===== src/rtl/digit_entry_pkg.sv =====
`default_nettype none
// +----------------------------------------------------------------------------+
// | Package  : digit_entry_pkg                                                 |
// | Purpose  : Shared types and helpers for the keypad credential collector.   |
// |            - state_e   : collector FSM states                              |
// |            - BCD_MAX   : largest digit accepted when BCD checking is on     |
// |            - total_w() : width of the packed credential word               |
// | Revision : 1.0  initial release                                            |
// +----------------------------------------------------------------------------+
package digit_entry_pkg;

  typedef enum logic [1:0] {
    IDLE    = 2'd0,   // no digits held
    ENTRY   = 2'd1,   // some, but not all, digits held
    ARMED   = 2'd2,   // all digits held, waiting for the commit Submit
    PRESENT = 2'd3    // word offered to the consumer
  } state_e;

  localparam int unsigned BCD_MAX = 9;

  function automatic int total_w(input int digits, input int digit_w);
    return digits * digit_w;
  endfunction

endpackage
`default_nettype wire


===== src/rtl/entry_timeout_timer.sv =====
`default_nettype none
// +----------------------------------------------------------------------------+
// | Module   : entry_timeout_timer                                             |
// | Purpose  : Inactivity timer for a partial keypad entry. Counts cycles while |
// |            run=1 and restart=0; flags expired on the idle cycle that would  |
// |            reach TIMEOUT_CYC. TIMEOUT_CYC=0 disables the timer entirely.    |
// | Ports    : Clk     in  clock, rising edge                                   |
// |            Reset   in  asynchronous active-high reset                       |
// |            run     in  1 while a partial entry is held                      |
// |            restart in  activity this cycle; counter returns to 0            |
// |            expired out combinational: idle limit reached this cycle         |
// | Revision : 1.0  initial release                                            |
// +----------------------------------------------------------------------------+
module entry_timeout_timer #(
  parameter int TIMEOUT_CYC = 1000
) (
  input  logic Clk,
  input  logic Reset,
  input  logic run,
  input  logic restart,
  output logic expired
);

  generate
    if (TIMEOUT_CYC > 0) begin : g_timer
      localparam int            TW     = $clog2(TIMEOUT_CYC + 1);
      localparam logic [TW-1:0] c_last = TW'(TIMEOUT_CYC - 1);

      logic [TW-1:0] cnt_q;
      logic [TW-1:0] cnt_d;
      logic          hit;

      // cnt_q holds the number of idle cycles already seen; the cycle on
      // which it equals TIMEOUT_CYC-1 and is idle again is the limit.
      always_comb begin
        hit   = run && !restart && (cnt_q == c_last);
        cnt_d = cnt_q + TW'(1);
        if (!run || restart || hit) begin
          cnt_d = '0;
        end
      end

      always_ff @(posedge Clk or posedge Reset) begin
        if (Reset) begin
          cnt_q <= '0;
        end else begin
          cnt_q <= cnt_d;
        end
      end

      assign expired = hit;
    end else begin : g_no_timer
      assign expired = 1'b0;
    end
  endgenerate

endmodule
`default_nettype wire


===== src/rtl/digit_entry_reg.sv =====
`default_nettype none
// +----------------------------------------------------------------------------+
// | Module   : digit_entry_reg                                                 |
// | Purpose  : Collects ID_DIGITS+PW_DIGITS keypad digits, MSB-first, into a   |
// |            packed word and offers it on a valid/ready handshake. Supports  |
// |            Backspace, Clear, optional BCD check and inactivity timeout.     |
// | Ports    : Clk, Reset (async, active-high)                                 |
// |            Submit/Backspace/Clear  one-cycle strobes                        |
// |            DataIn      digit sampled with Submit                            |
// |            Ready       consumer accepts DataOut while ValidData=1           |
// |            DataOut     committed word, digit 0 in the top DIGIT_W bits      |
// |            ValidData   DataOut valid, held until Ready                      |
// |            DigitCount  digits currently held                                |
// |            InIdField   1 while still collecting ID digits                   |
// |            DigitError  pulse: Submit rejected by BCD check                  |
// |            Timeout     pulse: partial entry discarded for inactivity        |
// | Revision : 1.0  initial release                                            |
// +----------------------------------------------------------------------------+
module digit_entry_reg
  import digit_entry_pkg::*;
#(
  parameter  int DIGIT_W     = 4,
  parameter  int ID_DIGITS   = 4,
  parameter  int PW_DIGITS   = 4,
  parameter  bit BCD_ONLY    = 1'b1,
  parameter  int TIMEOUT_CYC = 1000,
  localparam int N           = ID_DIGITS + PW_DIGITS,
  localparam int TOTAL_W     = total_w(N, DIGIT_W),
  localparam int CNT_W       = $clog2(N + 1)
) (
  input  logic               Clk,
  input  logic               Reset,
  input  logic               Submit,
  input  logic               Backspace,
  input  logic               Clear,
  input  logic [DIGIT_W-1:0] DataIn,
  input  logic               Ready,
  output logic [TOTAL_W-1:0] DataOut,
  output logic               ValidData,
  output logic [CNT_W-1:0]   DigitCount,
  output logic               InIdField,
  output logic               DigitError,
  output logic               Timeout
);

  state_e             state_q, state_d;
  logic [TOTAL_W-1:0] buf_q,   buf_d;
  logic [CNT_W-1:0]   count_q, count_d;
  logic [TOTAL_W-1:0] dout_q,  dout_d;
  logic               valid_q, valid_d;
  logic               derr_q,  derr_d;
  logic               tout_q,  tout_d;

  logic               timer_run;
  logic               timer_restart;
  logic               timer_expired;
  logic               digit_bad;

  // Only a held, uncommitted entry can time out. Clear is folded into the
  // restart so that any strobe wins over an expiry on the same cycle.
  assign timer_run     = (state_q == ENTRY) || (state_q == ARMED);
  assign timer_restart = Submit || Backspace || Clear;

  entry_timeout_timer #(
    .TIMEOUT_CYC (TIMEOUT_CYC)
  ) u_timer (
    .Clk     (Clk),
    .Reset   (Reset),
    .run     (timer_run),
    .restart (timer_restart),
    .expired (timer_expired)
  );

  assign digit_bad = BCD_ONLY && (32'(DataIn) > BCD_MAX);

  always_comb begin
    state_d = state_q;
    buf_d   = buf_q;
    count_d = count_q;
    dout_d  = dout_q;
    valid_d = valid_q;
    derr_d  = 1'b0;
    tout_d  = 1'b0;

    if (state_q == PRESENT) begin
      // Entry strobes are locked out until the consumer takes the word.
      if (Ready) begin
        valid_d = 1'b0;
        buf_d   = '0;
        count_d = '0;
        state_d = IDLE;
      end
    end else if (Clear) begin
      buf_d   = '0;
      count_d = '0;
      state_d = IDLE;
    end else if (Backspace) begin
      if (count_q != '0) begin
        // Slot count-1 sits (N-count) digits above bit 0.
        buf_d[(N - int'(count_q)) * DIGIT_W +: DIGIT_W] = '0;
        count_d = count_q - CNT_W'(1);
        state_d = (count_q == CNT_W'(1)) ? IDLE : ENTRY;
      end
    end else if (Submit) begin
      if (state_q == ARMED) begin
        dout_d  = buf_q;
        valid_d = 1'b1;
        state_d = PRESENT;
      end else if (digit_bad) begin
        derr_d = 1'b1;
      end else begin
        // Slot count sits (N-1-count) digits above bit 0.
        buf_d[(N - 1 - int'(count_q)) * DIGIT_W +: DIGIT_W] = DataIn;
        count_d = count_q + CNT_W'(1);
        state_d = (count_q == CNT_W'(N - 1)) ? ARMED : ENTRY;
      end
    end else if (timer_expired) begin
      buf_d   = '0;
      count_d = '0;
      tout_d  = 1'b1;
      state_d = IDLE;
    end
  end

  always_ff @(posedge Clk or posedge Reset) begin
    if (Reset) begin
      state_q <= IDLE;
      buf_q   <= '0;
      count_q <= '0;
      dout_q  <= '0;
      valid_q <= 1'b0;
      derr_q  <= 1'b0;
      tout_q  <= 1'b0;
    end else begin
      state_q <= state_d;
      buf_q   <= buf_d;
      count_q <= count_d;
      dout_q  <= dout_d;
      valid_q <= valid_d;
      derr_q  <= derr_d;
      tout_q  <= tout_d;
    end
  end

  assign DataOut    = dout_q;
  assign ValidData  = valid_q;
  assign DigitCount = count_q;
  assign InIdField  = (count_q < CNT_W'(ID_DIGITS));
  assign DigitError = derr_q;
  assign Timeout    = tout_q;

endmodule
`default_nettype wire


===== config.mk =====
export PLATFORM = sky130hd
export DESIGN_NAME = digit_entry_reg
export DESIGN_NICKNAME = d
export VERILOG_FILES = /design/src/rtl/digit_entry_pkg.sv /design/src/rtl/entry_timeout_timer.sv /design/src/rtl/digit_entry_reg.sv
export SDC_FILE = /design/constraint.sdc
export NUM_CORES = 1
export LEC_CHECK = 0
export ABC_AREA = 1
export ABC_CLOCK_PERIOD_IN_PS = 3300
export CAP_MARGIN = 15
export CORE_MARGIN = 10
export CORE_UTILIZATION = 57
export DETAILED_ROUTE_END_ITERATION = 10
export MAX_ROUTING_LAYER = met4
export PLACE_DENSITY_LB_ADDON = 0.3
export SETUP_SLACK_MARGIN = 0.15
export SLEW_MARGIN = 20
export SYNTH_ARGS = -nofsm -noshare
export SYNTH_HDL_FRONTEND = slang
export SYNTH_SLANG_ARGS = --single-unit
export TNS_END_PERCENT = 100

===== constraint.sdc =====
create_clock -name Clk -period 3.3 [get_ports Clk]
set_input_delay 0.66 -clock Clk [delete_from_list [all_inputs] [get_ports Clk]]
set_output_delay 0.66 -clock Clk [all_outputs]
set_load 0.005 [all_outputs]

==> results.yml <==
outcome:
  status: "complete, no violations"
global_routing:
  busiest_layer: "met2"
  grtUsageTotal_pct: 17.8
  grt_pass1_vias: 3713
  antenna_found_initial: 0
  grt_pass1_wl_um: 18100
  grt_overflow: 0
  globalRouteMet2Util_pct: 28.2
  gr-usage-met1_pct: 22.1
  grt_max_degree: 45
  gr-usage-met3_pct: 3.44
power_and_ir_drop:
  ir_drop_uv: 354
  p_per_area_nw_per_um2: 505
  p_leak_nw: 2.71
detailed_routing:
  routed_wirelength_um: 10600
  drt_iter0_drc: 166
  drtAntennaViolNets: 0
  drc: 0
  routedWlPerCell_um: 15.6
  vias_per_cell: 5.45
  drt-pass1-iter-count: 5
  routed-via-count: 3687
floorplan:
  core-area_um2: 8180
  placementRows: 33
  dieArea_um2: 12400
  die_w_um: 111
  io-pin-count: 50
  die_h_um: 111
  initial_core_util_pct: 58.3
logic_synthesis:
  synth-main-ff-cell: "dfrtp_1"
  synth_edf_count: 0
  ys_seq_area_share_pct: 43.6
  syn_inst: 506
  avgSynthCellArea_um2: 9.42
  yosys_warnings: 0
  yosys_register_bits: 83
  ys_types: 42
  async_flop_share_pct: 100
  syn_area_um2: 4770
  syn_nets: 531
setup_path:
  critical_path.max_fanout: 5
  cp_slowest_stage_delay_ns: 0.38
  worst-r2r-setup-slack_ns: 0.37
  path_class: "reg -> reg"
  cp_common_cell: "nand2_1"
  critPathRequiredTime_ns: 3.55
  start_kind: "flop"
  path_cells: "inv_1, ha_1, nor2_2, nand2_2, inv_2, nand2_1, ha_1, inv_1, nand2_1, nor2_1, nand3_1, nand2_1, nand4_1, o21bai_4, nand3_2, nand2_1, nand2_1"
  slowest_stage: "dfrtp_1"
  crit_path_end_kind: "flop"
  worstPathArrival_ns: 3.19
place:
  hpwlAfterDp_um: 8240
  post-place-ws_ns: 0.329
  numPlacedInstances: 656
  place.gp.congestion: 0.946
  port_buffers: 49
sta:
  grt_setup_unrepaired: "false"
  finalHoldViolCount: 0
  fin_setup_tns_ns: 0
  final.period_utilization_pct: 88.9
  setup_viol: 0
  finalCriticalPeriod_ns: 2.93
  tightest_slew_ns: 0.700
  clock.fmax_ghz: 0.341
  slew_viol_final: 0
  whs_ns: 0.467
  finClkSkew_ns: 0.0142
  fin_ws_ns: 0.366
  slew_headroom_pct: 53.3
clocking:
  cts_made_buffers: 9
  clock_path_buffers: 2
  cts_tree: "done"
  path_clk_slew_ns: 0.09
  hold_buffers: 0
  cts_num_sinks: 83
  htreeDepth: 3
  clkLatencyLatePin_ns: 0.37
  root_buffer: "clkbuf_8"
layout:
  syn_to_final_growth_pct: 17.1
  diodes: 0
  instances_no_fill: 677
  fin_nets: 592
  fin_util_pct: 68.3
  drive_gt1_share_pct: 24.5
worst_hold_path:
  hold_class: "reg -> reg"
run:
  max_cap_viol_count: 0
## layout by cell type, fill, tap and decap left out, drive strengths merged
master	netlist	layout
a21oi	10	10
a22oi	1	1
buf	10	12
clkbuf	1	9
clkdlybuf4s50	0	49
clkinv	0	2
clkinvlp	0	2
dfrtp	83	83
ha	15	15
inv	55	58
mux2	32	32
nand2	127	127
nand3	36	36
nand3b	2	2
nand4	29	29
nor2	55	55
nor3	14	14
nor3b	4	4
nor4	4	4
o211ai	1	1
o21ai	20	20
o21bai	4	4
o22ai	1	1
xnor2	1	1
xor2	1	1
## cells in the mapped netlist (7+ instances only)
master / count / area, um2
nand3_1: 25 / 125
mux2_2: 32 / 360
dfrtp_1: 83 / 2080
nand4_1: 27 / 169
nor2_1: 40 / 150
nand3_2: 8 / 80.1
nand2_2: 11 / 68.8
nor2_4: 9 / 101
inv_2: 7 / 26.3
nand2_4: 7 / 78.8
o21ai_1: 8 / 40.0
o21ai_2: 8 / 70.1
nand2_1: 109 / 409
ha_1: 15 / 188
nor3_1: 13 / 65.1
inv_1: 43 / 161
## kinds of logic after synthesis
logic type | Yosys count | share of synthesized area (%)
muxes | 32 | 7.56
AOI/OAI and AO/OA | 37 | 6.59
DFF | 83 | 43.6
xor gates and xnor gates | 2 | 0.367
adders and majority gates | 15 | 3.94
and+or+nand+nor | 271 | 31.3
buffers and inverters | 66 | 6.72
## worst max-delay path, delay by kind of cell, from the launching register on
| family | cells | cell delay (ns) |
|---|---|---|
| adder cells (fa/ha/maj) | 2 | 0.59 |
| AND/OR/NAND/NOR | 11 | 1.27 |
| flip-flops | 1 | 0.38 |
| buffers and inverters | 3 | 0.30 |
| AO/OA/AOI/OAI | 1 | 0.26 |
## state kept, by name (all words and copies together), names as in the netlist
name	count
state_q	2
Timeout	1
DataOut	32
buf_q	32
DigitError	1
DigitCount	4
u_timer.g_timer.cnt_q	10
ValidData	1
## path summary, 6_finish.rpt
path,to,start,depth (start not counted)
min in group asynchronous,buf_q[0],Reset,2
setup reg to reg,buf_q[4],DigitCount[1],17
setup / recovery,buf_q[4],DigitCount[1],17
hold reg to reg,u_timer.g_timer.cnt_q[0],u_timer.g_timer.cnt_q[0],1
max in group asynchronous,buf_q[20],Reset,3
hold / removal,u_timer.g_timer.cnt_q[0],u_timer.g_timer.cnt_q[0],1
## through the flow
| stage | total power (W) | cell area [um2] |
|---|---|---|
| after global routing | 0.00299 | 5580 |
| after detailed placement | 0.00213 | 5360 |
| after floorplan | 0.00192 | 4770 |
| after CTS | 0.00281 | 5540 |
| final | 0.00282 | 5580 |
| after global placement | 0.00212 | 5360 |
## power by group
group | switching, W | internal [W] | total [W]
logic | 0.000713 | 0.000356 | 0.00107
clock network | 0.000394 | 0.000285 | 0.000679
registers | 0.0000361 | 0.00103 | 0.00107
## final cells by class
cell class                      count  area [um2]
Timing Repair Buffer               61         593
Clock buffer                        9         124
Tap cell                          105         131
Fill cell                         664        2590
Inverter                           55         228
Multi-Input combinational cell    357        2370
Sequential cell                    83        2080
Clock inverter                      7        57.6
## metal layers
metal	wire length, um	share of wire (%)
met1	5040	48
met2	4960	47
met3	347	3.3
met4	214	2.0
met5	0	0
## timing repair
action | 4_1_cts | 5_1_grt
setup buffers | 0 | 5
gates resized for setup | 0 | 2
setup endpoints to repair | 0 | 28
endpoints found under the hold margin | 0 | 0
Power figures use the tool's default switching activity.
